**config.mk**
```make
export PLATFORM = sky130hd
export DESIGN_NAME = mem_access
export DESIGN_NICKNAME = d
export VERILOG_FILES = /design/src/rtl/mem_access.sv
export SDC_FILE = /design/constraint.sdc
export NUM_CORES = 1
export LEC_CHECK = 0
export CORE_AREA = 5 5 148 150
export DETAILED_ROUTE_END_ITERATION = 8
export DIE_AREA = 0 0 153 155
export GPL_TIMING_DRIVEN = 1
export PLACE_DENSITY_LB_ADDON = 0.12
export SLEW_MARGIN = 30
export SYNTH_ARGS = -nofsm -noshare
export SYNTH_HDL_FRONTEND = slang
export SYNTH_SLANG_ARGS = --single-unit
```
**constraint.sdc**
```tcl
create_clock -name clk -period 4.9 [get_ports clk]
set_input_delay 0.98 -clock clk [delete_from_list [all_inputs] [get_ports clk]]
set_output_delay 0.98 -clock clk [all_outputs]
set_load 0.03 [all_outputs]
```
**src/rtl/mem_access.sv**
```systemverilog
// mem_access: MEM-stage load/store unit on a req/ack data bus; define MEM_ALIGN_CHECK_EN to abort misaligned accesses
module mem_access #(
  parameter int ACK_TIMEOUT = 16
) (
  input  logic        clk,
  input  logic        rst,
  input  logic        i_we,
  input  logic [4:0]  i_waddr,
  input  logic [31:0] i_wdata,
  input  logic        i_whilo,
  input  logic [31:0] i_hi,
  input  logic [31:0] i_lo,
  input  logic [7:0]  i_aluop,
  input  logic [31:0] i_mem_addr,
  input  logic [31:0] i_opv2,
  output logic        o_we,
  output logic [4:0]  o_waddr,
  output logic [31:0] o_wdata,
  output logic        o_whilo,
  output logic [31:0] o_hi,
  output logic [31:0] o_lo,
  output logic        stallreq,
  output logic        dm_req,
  output logic        dm_we,
  output logic [31:0] dm_addr,
  output logic [3:0]  dm_be,
  output logic [31:0] dm_wdata,
  input  logic [31:0] dm_rdata,
  input  logic        dm_ack,
  output logic        bus_err
);
  localparam logic [1:0] IDLE = 2'd0, REQ = 2'd1, DONE = 2'd2;
  logic [1:0] state;
  logic [4:0] cnt;
  logic abort;
  logic [31:0] ld_word;
  logic [1:0] a;
  logic is_lb, is_lbu, is_lh, is_lhu, is_lw, is_sb, is_sh, is_sw;
  logic is_load, is_store, is_mem, is_byte, is_half, is_word, misaligned;
  logic [3:0] be;
  logic [31:0] wd, ld_fmt;
  logic [7:0] rbyte;
  logic [15:0] rhalf;
  assign a        = i_mem_addr[1:0];
  assign is_lb    = i_aluop == 8'hE0;
  assign is_lbu   = i_aluop == 8'hE1;
  assign is_lh    = i_aluop == 8'hE2;
  assign is_lhu   = i_aluop == 8'hE3;
  assign is_lw    = i_aluop == 8'hE4;
  assign is_sb    = i_aluop == 8'hE8;
  assign is_sh    = i_aluop == 8'hE9;
  assign is_sw    = i_aluop == 8'hEB;
  assign is_load  = is_lb | is_lbu | is_lh | is_lhu | is_lw;
  assign is_store = is_sb | is_sh | is_sw;
  assign is_mem   = is_load | is_store;
  assign is_byte  = is_lb | is_lbu | is_sb;
  assign is_half  = is_lh | is_lhu | is_sh;
  assign is_word  = is_lw | is_sw;
`ifdef MEM_ALIGN_CHECK_EN
  assign misaligned = (is_half & a[0]) | (is_word & (a != 2'd0));
`else
  assign misaligned = 1'b0;
`endif
  assign be     = is_byte ? 4'b1000 >> a : is_half ? (a[1] ? 4'b0011 : 4'b1100) : 4'b1111;
  assign wd     = is_byte ? {4{i_opv2[7:0]}} : is_half ? {2{i_opv2[15:0]}} : i_opv2;
  assign rbyte  = a == 2'd0 ? dm_rdata[31:24] : a == 2'd1 ? dm_rdata[23:16] :
                  a == 2'd2 ? dm_rdata[15:8] : dm_rdata[7:0];
  assign rhalf  = a[1] ? dm_rdata[15:0] : dm_rdata[31:16];
  assign ld_fmt = is_lb  ? {{24{rbyte[7]}}, rbyte} :
                  is_lbu ? {24'b0, rbyte} :
                  is_lh  ? {{16{rhalf[15]}}, rhalf} :
                  is_lhu ? {16'b0, rhalf} : dm_rdata;
  always_ff @(posedge clk) begin
    if (!rst) begin
      state    <= IDLE;
      dm_req   <= 1'b0;
      dm_we    <= 1'b0;
      dm_be    <= 4'b0;
      dm_addr  <= 32'b0;
      dm_wdata <= 32'b0;
      bus_err  <= 1'b0;
      cnt      <= 5'b0;
      abort    <= 1'b0;
      ld_word  <= 32'b0;
    end else begin
      bus_err <= 1'b0;
      if (state == IDLE) begin
        if (is_mem) begin
          state    <= misaligned ? DONE : REQ;
          dm_req   <= ~misaligned;
          dm_we    <= is_store;
          dm_be    <= be;
          dm_addr  <= {i_mem_addr[31:2], 2'b00};
          dm_wdata <= wd;
          cnt      <= 5'b0;
          abort    <= misaligned;
          bus_err  <= misaligned;
        end
      end else if (state == REQ) begin
        cnt <= cnt == 5'd31 ? cnt : cnt + 5'd1;
        if (dm_ack) begin
          ld_word <= ld_fmt;
          dm_req  <= 1'b0;
          state   <= DONE;
        end else if (cnt == 5'(ACK_TIMEOUT - 1)) begin
          dm_req  <= 1'b0;
          bus_err <= 1'b1;
          abort   <= 1'b1;
          state   <= DONE;
        end
      end else begin
        state <= IDLE;
      end
    end
  end
  logic pass, done;
  assign pass = state == IDLE & ~is_mem;
  assign done = state == DONE;
  always_comb begin
    stallreq = rst & ((state == IDLE & is_mem) | state == REQ);
    o_we     = rst & (pass ? i_we : done & i_we & is_load & ~abort);
    o_whilo  = rst & (pass | done) & i_whilo;
    o_waddr  = rst ? i_waddr : 5'b0;
    o_wdata  = !rst ? 32'b0 : done ? ld_word : i_wdata;
    o_hi     = rst ? i_hi : 32'b0;
    o_lo     = rst ? i_lo : 32'b0;
  end
endmodule
```
Word-level counts from Yosys, hierarchy flattened
Index checks and enable logic that the tools add are counted.
{ "totals": {"regBits": 109, "input_bits": 210, "output_inout_bits": 175, "wordCells": 107} }
{ "classes": {"mux": 39, "bitwise_logic": 26, "reduce_logical": 12, "eq_ne": 18, "n_addsub": 1, "shifts": 1} }
{ "ops": {"columns": ["op", "count"], "rows": [
  ["$mux 32", 10],
  ["$eq 8x8->1 const B", 8],
  ["$mux 5", 5],
  ["$mux 8", 3],
  ["$mux 16", 1],
  ["$mux 1", 12],
  ["$mux 4", 3],
  ["$or 1x1->1", 12],
  ["$mux 2", 5],
  ["$and 1x1->1", 9],
  ["$reduce_and 3->1", 3],
  ["$add 5x1->5 const B", 1],
  ["$eq 5x4->1 const B", 1],
  ["$eq 5x5->1 const B", 1],
  ["$not 1->1", 5],
  ["$eq 2x1->1 const B", 2],
  ["$eq 2x2->1 const B", 2],
  ["$logic_not 2->1", 2],
  ["$ne 2x2->1 const B", 2],
  ["$ne 4x3->1 const B", 1],
  ["$reduce_and 2->1", 2],
  ["$reduce_and 4->1", 1],
  ["$reduce_bool 2->1", 2],
  ["$reduce_or 4->1", 1],
  ["3 further kinds", 3]
]} }

Longest topological paths before layout
Gate-level depths: netlist of the first run.
{ "depth": {"depth_word": 11, "ltp_mapped": 8, "ltp_nobuf": 7} }

Worst setup path before layout of the first run
Ideal clock, no wire load.
{ "synth_timing": {"path_kind": "in2out", "from": "input port i_aluop[4]", "to": "output port o_whilo", "path_stages": 6, "path_slack_ps": 1215, "arrival_ps": 2705, "cell_sequence": "nand4b_1 -> buf_2 -> clkbuf_1 -> buf_1 -> nor3_1 -> nor3_1"} }
{ "synth_between": {"elab_chain_len": 11} }
{ "synth_rtl": {"columns": ["element", "line", "source"], "rows": [
  ["start, declared", "13", "input logic [7:0] i_aluop,"],
  ["$eq 8x8->1, on equally long branches", "45, 46", null],
  ["$or 1x1->1 (4 in a row)", "53", "assign is_load = is_lb | is_lbu | is_lh | is_lhu | is_lw;"],
  ["$or 1x1->1 *", "55", "assign is_mem = is_load | is_store;"],
  ["$not 1->1 *", "117", "assign pass = state == IDLE & ~is_mem;"],
  ["$and 1x1->1 *", "117", null],
  ["$or 1x1->1 *", "122", "o_whilo = rst & (pass | done) & i_whilo;"],
  ["$and 1x1->1 * (2 in a row)", "122", null],
  ["end, declared", "19", "output logic o_whilo,"]
]} }
Mark *: on every way between the ends. The rest lies on a longest branch, timed or not.

Worst setup path after layout of the first run
{ "layout_timing": {"from": "input port rst", "to": "output port o_wdata[31]"} }
{ "layout_between": {"elab_chain_len": 1} }
{ "layout_rtl": {"columns": ["element", "line", "source"], "rows": [
  ["start, declared", "6", "input logic rst,"],
  ["$mux 32", "124", "o_wdata = !rst ? 32'b0 : done ? ld_word : i_wdata;"],
  ["end, declared", "18", "output logic [31:0] o_wdata,"]
]} }
Every way passes these cells.

==> results by group, run 1 <==
Finish
  • Util after Layout: between 50% and 60%
  • Share of layout cells above drive strength 1: under 10%
  • Number of fillers in the final layout: ~1.9k
  • Commonest non-fill, non-tap cells in the layout: clkdlybuf4s50_1 (378), dfxtp_1 (109), a21oi_1 (100)
  • ANT cells: 0
  • Final net count: ~1.4k
  • Most common cell after layout, fill and taps aside: clkdlybuf4s50_1
  • P&R area growth vs syn: 64.61%

Placed design
  • Final HPWL DP: 23470 µm
  • Port Buffers: roughly 380
  • GP Congestion: 0.8685
  • Setup WS pre-CTS: roughly 0.86 ns

Detailed routing
  • First drt pass iteration count: 7
  • Vias/cell: ~5.5
  • Via Count: around 8k
  • DR WL/cell: about 22 µm
  • Final WL: 31800 µm
  • Starting DRT DRC Count: approximately 600
  • Drt drc: 0
  • DRT antenna net count: 0

Timing
  • Period utilization: 82.14%
  • Crit path time final: 4.025 ns
  • Final setup vio count: 0
  • Highest clock rate: around 250 MHz
  • Slew Viols, Final: 0
  • Slew headroom: approximately two fifths
  • Hold Vio Cnt, Final: 0
  • Fin worst setup slack: roughly 0.9 ns
  • RSZ-0062 raised after global routing: no
  • Clk_skew: 0.01012 ns
  • Slew @ Worst Pin: just under 0.9 ns
  • Setup_tns: 0 ns

Setup path
  • Worst path max stage delay: about 0.7 ns
  • Crit Path Category: in -> out
  • R2r worst-path depth: 5
  • Slowest stage cell, crit path: clkdlybuf4s50_1
  • CP Buf/Inv Count: 3
  • Crit Path Max Fanout: 72
  • RR Startpoint: state[0]
  • CP Launch Type: primary input
  • Worst setup EP type: primary output
  • R2R Setup Slk: roughly 2.6 ns
  • CP Data Arrival Time: just over 3 ns
  • Critical path required time: just under 4 ns
  • Worst-path cell chain: buf_4 -> clkinv_2 -> a21oi_1 -> clkdlybuf4s50_1
  • R2R Path End: ld_word[11]
  • Delay-heaviest family, CP: buffers and inverters

GRT
  • Vias in the first global route: roughly 7.4k
  • Total Routing Usage GR: between 20% and 30%
  • First-pass GRT wire length: about 47000 µm
  • M2 GR Usage: 42.55%
  • Largest net degree at the start of global routing: 80
  • Initial antenna violation count: 0
  • Met3 Use GR: approximately 6.6%
  • Global route hottest layer: met2
  • GR Util met1: a little under a third
  • Total gr overflow: 0

Worst hold path
  • Hold_sp: dm_addr[20]
  • Hold Path Class: reg -> reg
  • Hold path depth: 2
  • Hold Path Sink: dm_addr[20]

Yosys
  • Avg Cell Area, Syn: 7.654 µm²
  • Post-synth ARST share: 0%
  • Cell Area, Synth: roughly 6600 µm²
  • Synth Area in Simple Gates: 21.82%
  • Yosys reg bits: 109
  • Post-synth top area cell: dfxtp_1
  • Combinational family with the most area after synthesis: compound AO/OA/AOI/OAI gates
  • Post-synthesis compound-gate area fraction: about 33%
  • Number of synthesized flops with an enable pin: 0
  • Proportion of synthesized area in mux cells: under 10%
  • Post-synthesis cell type count: 54
  • Post-Synth Adder-Cell Area: less than 1%
  • Gate Count Post-Synth: 863
  • Seq/Total Area, Yosys: ~33%
  • Xor/xnor share of the synthesized area: 0.2652%
  • Top post-synthesis cells by area: dfxtp_1 (33%), a21oi_1 (7.6%), and2_1 (6.6%)
  • Post-synth top area share: between 30% and 40%
  • Top_reg_cell synth: dfxtp_1
  • Yosys warns: 0

Floorplanning
  • DIE HEIGHT: 155 µm
  • I/O pin cnt: ~390
  • FP Rows: 53
  • Initial core utilization: between 30% and 40%
  • Die width: about 150 µm
  • CORE AREA: between 20000 and 25000 µm²
  • Die area: approximately 24000 µm²

Pwr
  • Lkg Pwr: 0.003799 µW
  • Peak supply drop: between 0.15 and 0.2 mV
  • Switching power total: ~730 µW
  • PwrDens: 213.2 nW/µm²
  • Int Power: between 1500 and 2000 µW
  • Sw frac: around a third
  • Comb pwr share: ~29%
  • Clk pwr share: between 30% and 40%
  • Sequential share of power: 39.1%

Clock tree
  • Clk slew on worst S/H paths: 0.08 ns
  • Clk Latency, worst-skew pair: between 0.3 and 0.4 ns
  • Cts repair resizes: 0
  • CTS tree: done
  • Post-CTS setup buffers: 0
  • H-tree Lvls: 3
  • Bufs on Longest Clock Path: 2
  • Clock root cell: clkbuf_16
  • CTS buffer count: 9
  • CTS sink count: about 110
  • CTS Hold Buffers Added: 0

Run status
  • Status: finished clean

Job
  • Max-Cap Viols: 0
==> sequential cells by signal, indices dropped and copies added, names as in the netlist <==
signal,cells
bus_err,1
state,2
dm_addr,30
dm_req,1
dm_be,4
cnt,5
dm_we,1
dm_wdata,32
abort,1
ld_word,32
==> kinds of logic (layout without fill, tap and decap cells) <==
kind of cell               after synthesis  count (layout)
buffers and inverters                  123             431
adders and majority gates                3               3
and+or+nand+nor                        273             273
xor gates and xnor gates                 2               2
other                                    1               2
AOI/OAI and AO/OA                      335             335
muxes                                   17              17
DFF                                    109             109
==> layer usage <==
metal | wire length (µm) | part of all wire [%] | vias up
li1 | - | - | 3816
met1 | 12890 | 41 | 3785
met2 | 15540 | 49 | 360
met3 | 2580 | 8.1 | 32
met4 | 787 | 2.5 | 0
met5 | 0 | 0 | -
==> tightest hold or removal path, cell delays in order, from the launching register on <==
cell and delay (ns):
dfxtp_1 0.31, o31ai_1 0.06, a21oi_1 0.06
==> cell usage after synthesis, types with 2 or more instances <==
library cell / instances
a211oi_1: 18
a21oi_1: 100
a221o_1: 2
a221oi_1: 8
a22o_1: 14
a311oi_1: 8
a31o_2: 3
a31oi_1: 28
and2_1: 70
buf_1: 7
buf_2: 14
buf_4: 2
clkbuf_1: 89
dfxtp_1: 109
ha_1: 3
inv_1: 9
mux2i_1: 8
mux4_2: 8
nand2_1: 96
nand2b_1: 12
nand3_1: 9
nand3b_1: 2
nand4_1: 39
nor2_1: 9
nor2b_1: 6
nor3_1: 8
nor3b_1: 3
nor4_1: 8
o21ai_0: 66
o2bb2ai_1: 7
o311a_1: 2
o311ai_0: 10
o31ai_1: 48
o41ai_1: 14
or2_2: 4
xor2_1: 2
==> area by class of cell <==
class	instances	area [µm²]	share of cell area, %
tap	275	344.1	3.165
inverter	10	38.79	0.3567
clock inverter	6	55.05	0.5063
clock buffer	10	239.0	2.198
multi-input combinational	632	3983	36.63
sequential	109	2182	20.07
timing repair buffer	405	4031	37.08
==> how the worst max path moves through the flow <==
stage	startpoint	end	cells past startpoint
final	rst	o_wdata[31]	4
after global routing	rst	o_wdata[31]	4
after CTS	rst	o_wdata[31]	4
after detailed placement	rst	o_wdata[31]	4
after global placement	rst	o_wdata[12]	4
after floorplan	i_aluop[4]	o_whilo	6
==> through the flow <==
| stage | hold slack [ns] | power (µW) | cells | instance area, µm² |
|---|---|---|---|---|
| detailed placement | 0.4603 | 1590 | 1431 | 10570 |
| finish | 0.4676 | 2318 | 1447 | 10870 |
| global placement | 0.4537 | 1585 | 1430 | 10540 |
| CTS | 0.4720 | 2335 | 1447 | 10870 |
| global route | 0.4906 | 2406 | 1447 | 10870 |
| floorplan | 0.4458 | 1230 | 864 | 6609 |
==> power groups by stage <==
stage	Clock, µW	Combinational (µW)	Sequential (µW)
3_5_place_dp	0	664	927
6_report	747	665	906
4_1_cts	762	666	906
5_1_grt	797	701	908
3_3_place_gp	0	659	927
2_1_floorplan	0	284	945
(Power assumes the default switching activity.)
==> run 2: changes to the inputs <==
--- a/config.mk
+++ b/config.mk
@@ -5,9 +5,9 @@
 export SDC_FILE = /design/constraint.sdc
 export NUM_CORES = 1
 export LEC_CHECK = 0
-export CORE_AREA = 5 5 148 150
+export CORE_AREA = 5 5 145 147
 export DETAILED_ROUTE_END_ITERATION = 8
-export DIE_AREA = 0 0 153 155
+export DIE_AREA = 0 0 150 152
 export GPL_TIMING_DRIVEN = 1
 export PLACE_DENSITY_LB_ADDON = 0.12
 export SLEW_MARGIN = 30
==> constraint.sdc (replaced) <==
create_clock -name clk -period 4.1 [get_ports clk]
set_input_delay 0.82 -clock clk [delete_from_list [all_inputs] [get_ports clk]]
set_output_delay 0.82 -clock clk [all_outputs]
set_load 0.03 [all_outputs]
==> results by group, run 2 (synthesis results as in run 1) <==
Floorplanning
  • Initial core utilization: 33.39% (was 32.13%)
  • CORE AREA: 19780 µm² (was 20560 µm²)
  • FP Rows: 52 (was 53)
  • I/O pin cnt: 385 (unchanged)
  • Die width: 150 µm (was 153 µm)
  • DIE HEIGHT: 152 µm (was 155 µm)
  • Die area: 22800 µm² (was 23720 µm²)

Timing
  • Clk_skew: 0.01201 ns (was 0.01012 ns)
  • Slew headroom: 39.98% (was 41.60%)
  • Final setup vio count: 0 (unchanged)
  • Highest clock rate: roughly 270 MHz
  • Hold Vio Cnt, Final: 0 (unchanged)
  • RSZ-0062 raised after global routing: no (unchanged)
  • Setup_tns: 0 ns (unchanged)
  • Slew Viols, Final: 0 (unchanged)
  • Slew @ Worst Pin: 0.9003 ns (was 0.8760 ns)
  • Crit path time final: 3.684 ns
  • Fin worst setup slack: 0.4155 ns (was 0.8752 ns)
  • Period utilization: ~90%

Job
  • Max-Cap Viols: 0 (unchanged)

Finish
  • Final net count: 1379 (was 1380)
  • Most common cell after layout, fill and taps aside: clkdlybuf4s50_1 (unchanged)
  • Non-filler cells, final: 1441 (was 1447)
  • ANT cells: 0 (unchanged)
  • Share of layout cells above drive strength 1: 7.088% (was 6.058%)
  • Commonest non-fill, non-tap cells in the layout: clkdlybuf4s50_1 (366), dfxtp_1 (109), a21oi_1 (100) (was clkdlybuf4s50_1 (378), dfxtp_1 (109), a21oi_1 (100))
  • P&R area growth vs syn: 65.26% (was 64.61%)
  • Largest registers: dm_wdata: 32 flops, ld_word: 32 flops, dm_addr: 30 flops (unchanged)

Setup path
  • CP Launch Type: primary input (unchanged)
  • Crit Path Max Fanout: 3 (was 72)
  • Worst path max stage delay: 0.60 ns (was 0.71 ns)
  • Worst-path cell chain: clkdlybuf4s50_1 -> nand4b_1 -> nor4b_1 -> o21ai_0 -> a21oi_1 -> buf_12 (was buf_4 -> clkinv_2 -> a21oi_1 -> clkdlybuf4s50_1)
  • Critical path required time: 3.28 ns (was 3.92 ns)
  • Worst setup EP type: primary output (unchanged)
  • Slowest stage cell, crit path: nor4b_1 (was clkdlybuf4s50_1)
  • CP Data Arrival Time: 2.86 ns (was 3.04 ns)
  • Crit Path Category: in -> out (unchanged)

Pwr
  • Peak supply drop: 0.1822 mV (was 0.1638 mV)
  • PwrDens: 258.0 nW/µm² (was 213.2 nW/µm²)
  • Lkg Pwr: 0.003848 µW (was 0.003799 µW)

Placed design
  • Port Buffers: 382 (unchanged)
  • Setup WS pre-CTS: 0.4738 ns (was 0.8606 ns)
  • Placed instance count: 1425 (was 1431)
  • GP Congestion: 0.8462 (was 0.8685)
  • Final HPWL DP: 21560 µm (was 23470 µm)

Clock tree
  • Clock root cell: clkbuf_16 (unchanged)
  • Clk slew on worst S/H paths: 0.07 ns (was 0.08 ns)
  • Bufs on Longest Clock Path: 2 (unchanged)
  • Clk Latency, worst-skew pair: 0.36 ns (about the same)
  • CTS Hold Buffers Added: 0 (unchanged)
  • H-tree Lvls: 3 (unchanged)
  • CTS tree: done (unchanged)
  • Cts repair resizes: 0 (unchanged)
  • CTS buffer count: 9 (unchanged)
  • Post-CTS setup buffers: 0 (unchanged)
  • CTS sink count: 109 (unchanged)

Detailed routing
  • Met3 routed WL: 2924 µm (was 2580 µm)
  • Top sig layer: met4 (unchanged)
  • DRT antenna net count: 0 (unchanged)
  • Starting DRT DRC Count: 581 (was 583)
  • Routed wl met2: 14160 µm (was 15540 µm)
  • Met1 WL: 11870 µm (was 12890 µm)
  • Vias/cell: 5.532 (was 5.524)
  • DR WL/cell: 20.67 µm (was 21.98 µm)
  • Via Count: 7972 (was 7993)
  • First drt pass iteration count: 5 (was 7)
  • Drt drc: 0 (unchanged)
  • Final WL: 29790 µm (was 31800 µm)

GRT
  • Initial antenna violation count: 0 (unchanged)
  • Largest net degree at the start of global routing: 124 (was 80)
  • Total Routing Usage GR: 24.54% (was 25.08%)
  • Vias in the first global route: 7482 (was 7448)
  • First-pass GRT wire length: 44740 µm (was 46890 µm)
  • Total gr overflow: 0 (unchanged)

Worst hold path
  • Hold Path Class: reg -> reg (unchanged)

Run status
  • Status: finished clean (unchanged)
## run 2: cell count changes in the layout (fill, tap and decap cells not counted), sizes merged
cell,delta
clkinv,-1
inv,+1
clkdlybuf4s50,-12
clkinvlp,-1
buf,+11
bufinv,+1
## run 2: area by class of cell
class / instances / area, µm²
clock buffers: 10 / 239.0
clock inverters: 6 / 75.07
repair buffers: 404 / 4059
multi-input cells: 632 / 3984
well taps: 270 / 337.8
fillers: 1942 / 8864
flip-flops and latches: 109 / 2182
inverters: 10 / 38.79
## run 2: path summary, 6_finish.rpt
| kind | startpoint | end | slack (ns) | depth (start not counted) |
|---|---|---|---|---|
| max | i_aluop[4] | stallreq | 0.42 | 6 |
| min | dm_addr[15] | dm_addr[15] | 0.47 | 2 |
| max reg2reg | state[0] | ld_word[14] | 2.03 | 5 |
| min reg2reg | dm_addr[15] | dm_addr[15] | 0.47 | 2 |
## run 2: routing by layer
layer / vias up / track usage [%]
met5: - / 0
met4: 0 / 8.845
met3: 43 / 7.924
met2: 360 / 40.00
met1: 3759 / 30.24
li1: 3810 / -
## run 2: power by group
group          internal (µW)  leakage [µW]  switching (µW)
sequential              1070      0.000880            9.39
clock                    503      0.000152             444
combinational            382       0.00282             404
total                   1960       0.00385             858
## run 2: per-stage QoR
| step | power, µW | utilization, % | cell area, µm² | hold slack (ns) |
|---|---|---|---|---|
| 3_3_place_gp | 1891 | 53.54 | 10590 | 0.4530 |
| 2_1_floorplan | 1470 | - | 6609 | 0.4458 |
| 4_1_cts | 2838 | 55.16 | 10910 | 0.4753 |
| 3_5_place_dp | 1895 | 53.57 | 10600 | 0.4604 |
| 5_1_grt | 2919 | 55.19 | 10920 | 0.4871 |
| 6_report | 2817 | 55.19 | 10920 | 0.4721 |
## run 2: critical path, delay by kind of cell
kind | cells | cell delay, ns
buffers and inverters | 2 | 0.58
AND/OR/NAND/NOR | 2 | 0.94
AO/OA/AOI/OAI | 2 | 0.52
==> run 3: changes to the inputs <==
--- a/config.mk
+++ b/config.mk
@@ -5,9 +5,9 @@
 export SDC_FILE = /design/constraint.sdc
 export NUM_CORES = 1
 export LEC_CHECK = 0
-export CORE_AREA = 5 5 145 147
+export CORE_AREA = 5 5 148 150
 export DETAILED_ROUTE_END_ITERATION = 8
-export DIE_AREA = 0 0 150 152
+export DIE_AREA = 0 0 153 155
 export GPL_TIMING_DRIVEN = 1
 export PLACE_DENSITY_LB_ADDON = 0.12
 export SLEW_MARGIN = 30
==> constraint.sdc (replaced) <==
create_clock -name clk -period 4.4 [get_ports clk]
set_input_delay 0.88 -clock clk [delete_from_list [all_inputs] [get_ports clk]]
set_output_delay 0.88 -clock clk [all_outputs]
set_load 0.03 [all_outputs]
==> results by group, run 3 (synthesis results as in run 1) <==
Setup path
  • Worst path max stage delay: 0.72 ns (was 0.60 ns)
  • Crit Path Category: reg -> out (was in -> out)
  • Slowest stage cell, crit path: clkdlybuf4s50_1 (was nor4b_1)
  • CP Launch Type: register (was primary input)
  • Worst-path cell chain: nand2b_1 -> buf_4 -> nand2_1 -> a21oi_1 -> clkdlybuf4s50_1 (was clkdlybuf4s50_1 -> nand4b_1 -> nor4b_1 -> o21ai_0 -> a21oi_1 -> buf_12)
  • CP Capture Point: o_wdata[29] (was stallreq)
  • Critical path required time: 3.52 ns (was 3.28 ns)
  • R2r worst-path depth: 5 (unchanged)
  • R2R Setup Slk: 2.03 ns (about the same)
  • R2R Path End: dm_wdata[9] (was ld_word[14])
  • CP Data Arrival Time: 2.88 ns (was 2.86 ns)
  • RR Startpoint: state[1] (was state[0])
  • Launch point of the worst path: state[0] (was i_aluop[4])
  • Worst setup EP type: primary output (unchanged)
  • Crit Path Max Fanout: 21 (was 3)

Finish
  • Commonest non-fill, non-tap cells in the layout: clkdlybuf4s50_1 (373), dfxtp_1 (109), a21oi_1 (100) (was clkdlybuf4s50_1 (366), dfxtp_1 (109), a21oi_1 (100))
  • Largest registers: dm_wdata: 32 flops, ld_word: 32 flops, dm_addr: 30 flops (unchanged)
  • Number of fillers in the final layout: 1961 (was 1942)
  • Final net count: 1380 (was 1379)
  • Most common cell after layout, fill and taps aside: clkdlybuf4s50_1 (unchanged)
  • ANT cells: 0 (unchanged)
  • Share of layout cells above drive strength 1: 6.319% (was 7.088%)
  • P&R area growth vs syn: 64.73% (was 65.26%)

Detailed routing
  • Starting DRT DRC Count: 546 (was 581)
  • Final WL: 31930 µm (was 29790 µm)
  • Drt drc: 0 (unchanged)
  • Vias/cell: 5.540 (was 5.532)
  • DR WL/cell: 22.08 µm (was 20.67 µm)
  • DRT antenna net count: 0 (unchanged)
  • Via Count: 8011 (was 7972)
  • First drt pass iteration count: 5 (unchanged)

GRT
  • Total Routing Usage GR: 25.44% (was 24.54%)
  • First-pass GRT wire length: 47910 µm (was 44740 µm)
  • Total gr overflow: 0 (unchanged)
  • Largest net degree at the start of global routing: 61 (was 124)
  • Vias in the first global route: 7710 (was 7482)
  • Initial antenna violation count: 0 (unchanged)

Pwr
  • PwrDens: 239.0 nW/µm² (was 258.0 nW/µm²)
  • Lkg Pwr: 0.003818 µW (was 0.003848 µW)
  • Peak supply drop: 0.1714 mV (was 0.1822 mV)

Run status
  • Status: finished clean (unchanged)

Timing
  • Final setup vio count: 0 (unchanged)
  • Fin worst setup slack: 0.6390 ns (was 0.4155 ns)
  • Clk_skew: 0.01102 ns (was 0.01201 ns)
  • Highest clock rate: about 270 MHz
  • Crit path time final: 3.761 ns
  • Period utilization: about 85%
  • Slew Viols, Final: 0 (unchanged)
  • Slew @ Worst Pin: 0.8330 ns (was 0.9003 ns)
  • Hold Vio Cnt, Final: 0 (unchanged)
  • Slew headroom: 44.16% (was 39.98%)
  • Setup_tns: 0 ns (unchanged)
  • RSZ-0062 raised after global routing: no (unchanged)

Placed design
  • Final HPWL DP: 23560 µm (was 21560 µm)
  • Port Buffers: 382 (unchanged)
  • Setup WS pre-CTS: 0.7642 ns (was 0.4738 ns)
  • GP Congestion: 0.9069 (was 0.8462)

Floorplanning
  • DIE HEIGHT: 155 µm (was 152 µm)
  • CORE AREA: 20560 µm² (was 19780 µm²)
  • FP Rows: 53 (was 52)
  • I/O pin cnt: 385 (unchanged)
  • Die width: 153 µm (was 150 µm)
  • Die area: 23720 µm² (was 22800 µm²)
  • Initial core utilization: 32.13% (was 33.39%)

Clock tree
  • Clock root cell: clkbuf_16 (unchanged)
  • Post-CTS setup buffers: 0 (unchanged)
  • CTS Hold Buffers Added: 0 (unchanged)
  • Clk slew on worst S/H paths: 0.08 ns (was 0.07 ns)
  • Cts repair resizes: 0 (unchanged)
  • CTS tree: done (unchanged)
  • Bufs on Longest Clock Path: 2 (unchanged)
  • Clk Latency, worst-skew pair: 0.37 ns (was 0.36 ns)
  • CTS sink count: 109 (unchanged)
  • H-tree Lvls: 3 (unchanged)
  • CTS buffer count: 9 (unchanged)

Job
  • Max-Cap Viols: 0 (unchanged)

Worst hold path
  • Hold Path Class: reg -> reg (unchanged)
## run 3: worst max-delay path: cells and delay by family (launching register included)
kind            cells  cell delay, ns
buf+inv             2            1.05
simple gates        2            0.77
flops               1            0.53
compound gates      1            0.15
## run 3: cell type report
type / instances / area, µm² / share of cell area (%)
timing repair buffer: 405 / 4049 / 37.21
multi-input combinational: 632 / 3973 / 36.51
sequential: 109 / 2182 / 20.06
tap: 275 / 344.1 / 3.162
clock buffer: 9 / 225.2 / 2.070
clock inverter: 6 / 68.82 / 0.6325
inverter: 10 / 38.79 / 0.3565
## run 3: power breakdown
part,total [µW],switching (µW),internal [µW],leakage (µW)
clock,847,403,445,0.000143
combinational,744,388,356,0.00280
sequential,1010,8.38,1000,0.000880
## run 3: layer usage
layer	up-vias	share of wire [%]	GRT usage, %
met5	-	0	0
li1	3817	-	-
met3	40	7.9	6.481
met1	3782	41	32.33
met2	372	48	42.30
met4	0	3.0	8.613
## run 3: how the worst min path moves through the flow
stage	startpoint	to	cells after the start
global placement	dm_wdata[5]	dm_wdata[5]	2
detailed placement	dm_addr[29]	dm_addr[29]	2
floorplan	ld_word[7]	ld_word[7]	2
global route	dm_addr[25]	dm_addr[25]	2
CTS	dm_addr[29]	dm_addr[29]	2
finish	dm_addr[29]	dm_addr[29]	2
## run 3: per-stage QoR
step	cells	instance area [µm²]	hold WS, ns	total power, µW	util, %
2_1_floorplan	864	6609	0.4458	1369	-
3_3_place_gp	1431	10590	0.4538	1772	51.50
3_5_place_dp	1431	10590	0.4595	1775	51.50
4_1_cts	1446	10880	0.4707	2620	52.93
5_1_grt	1446	10880	0.4943	2693	52.93
6_report	1446	10880	0.4699	2600	52.93
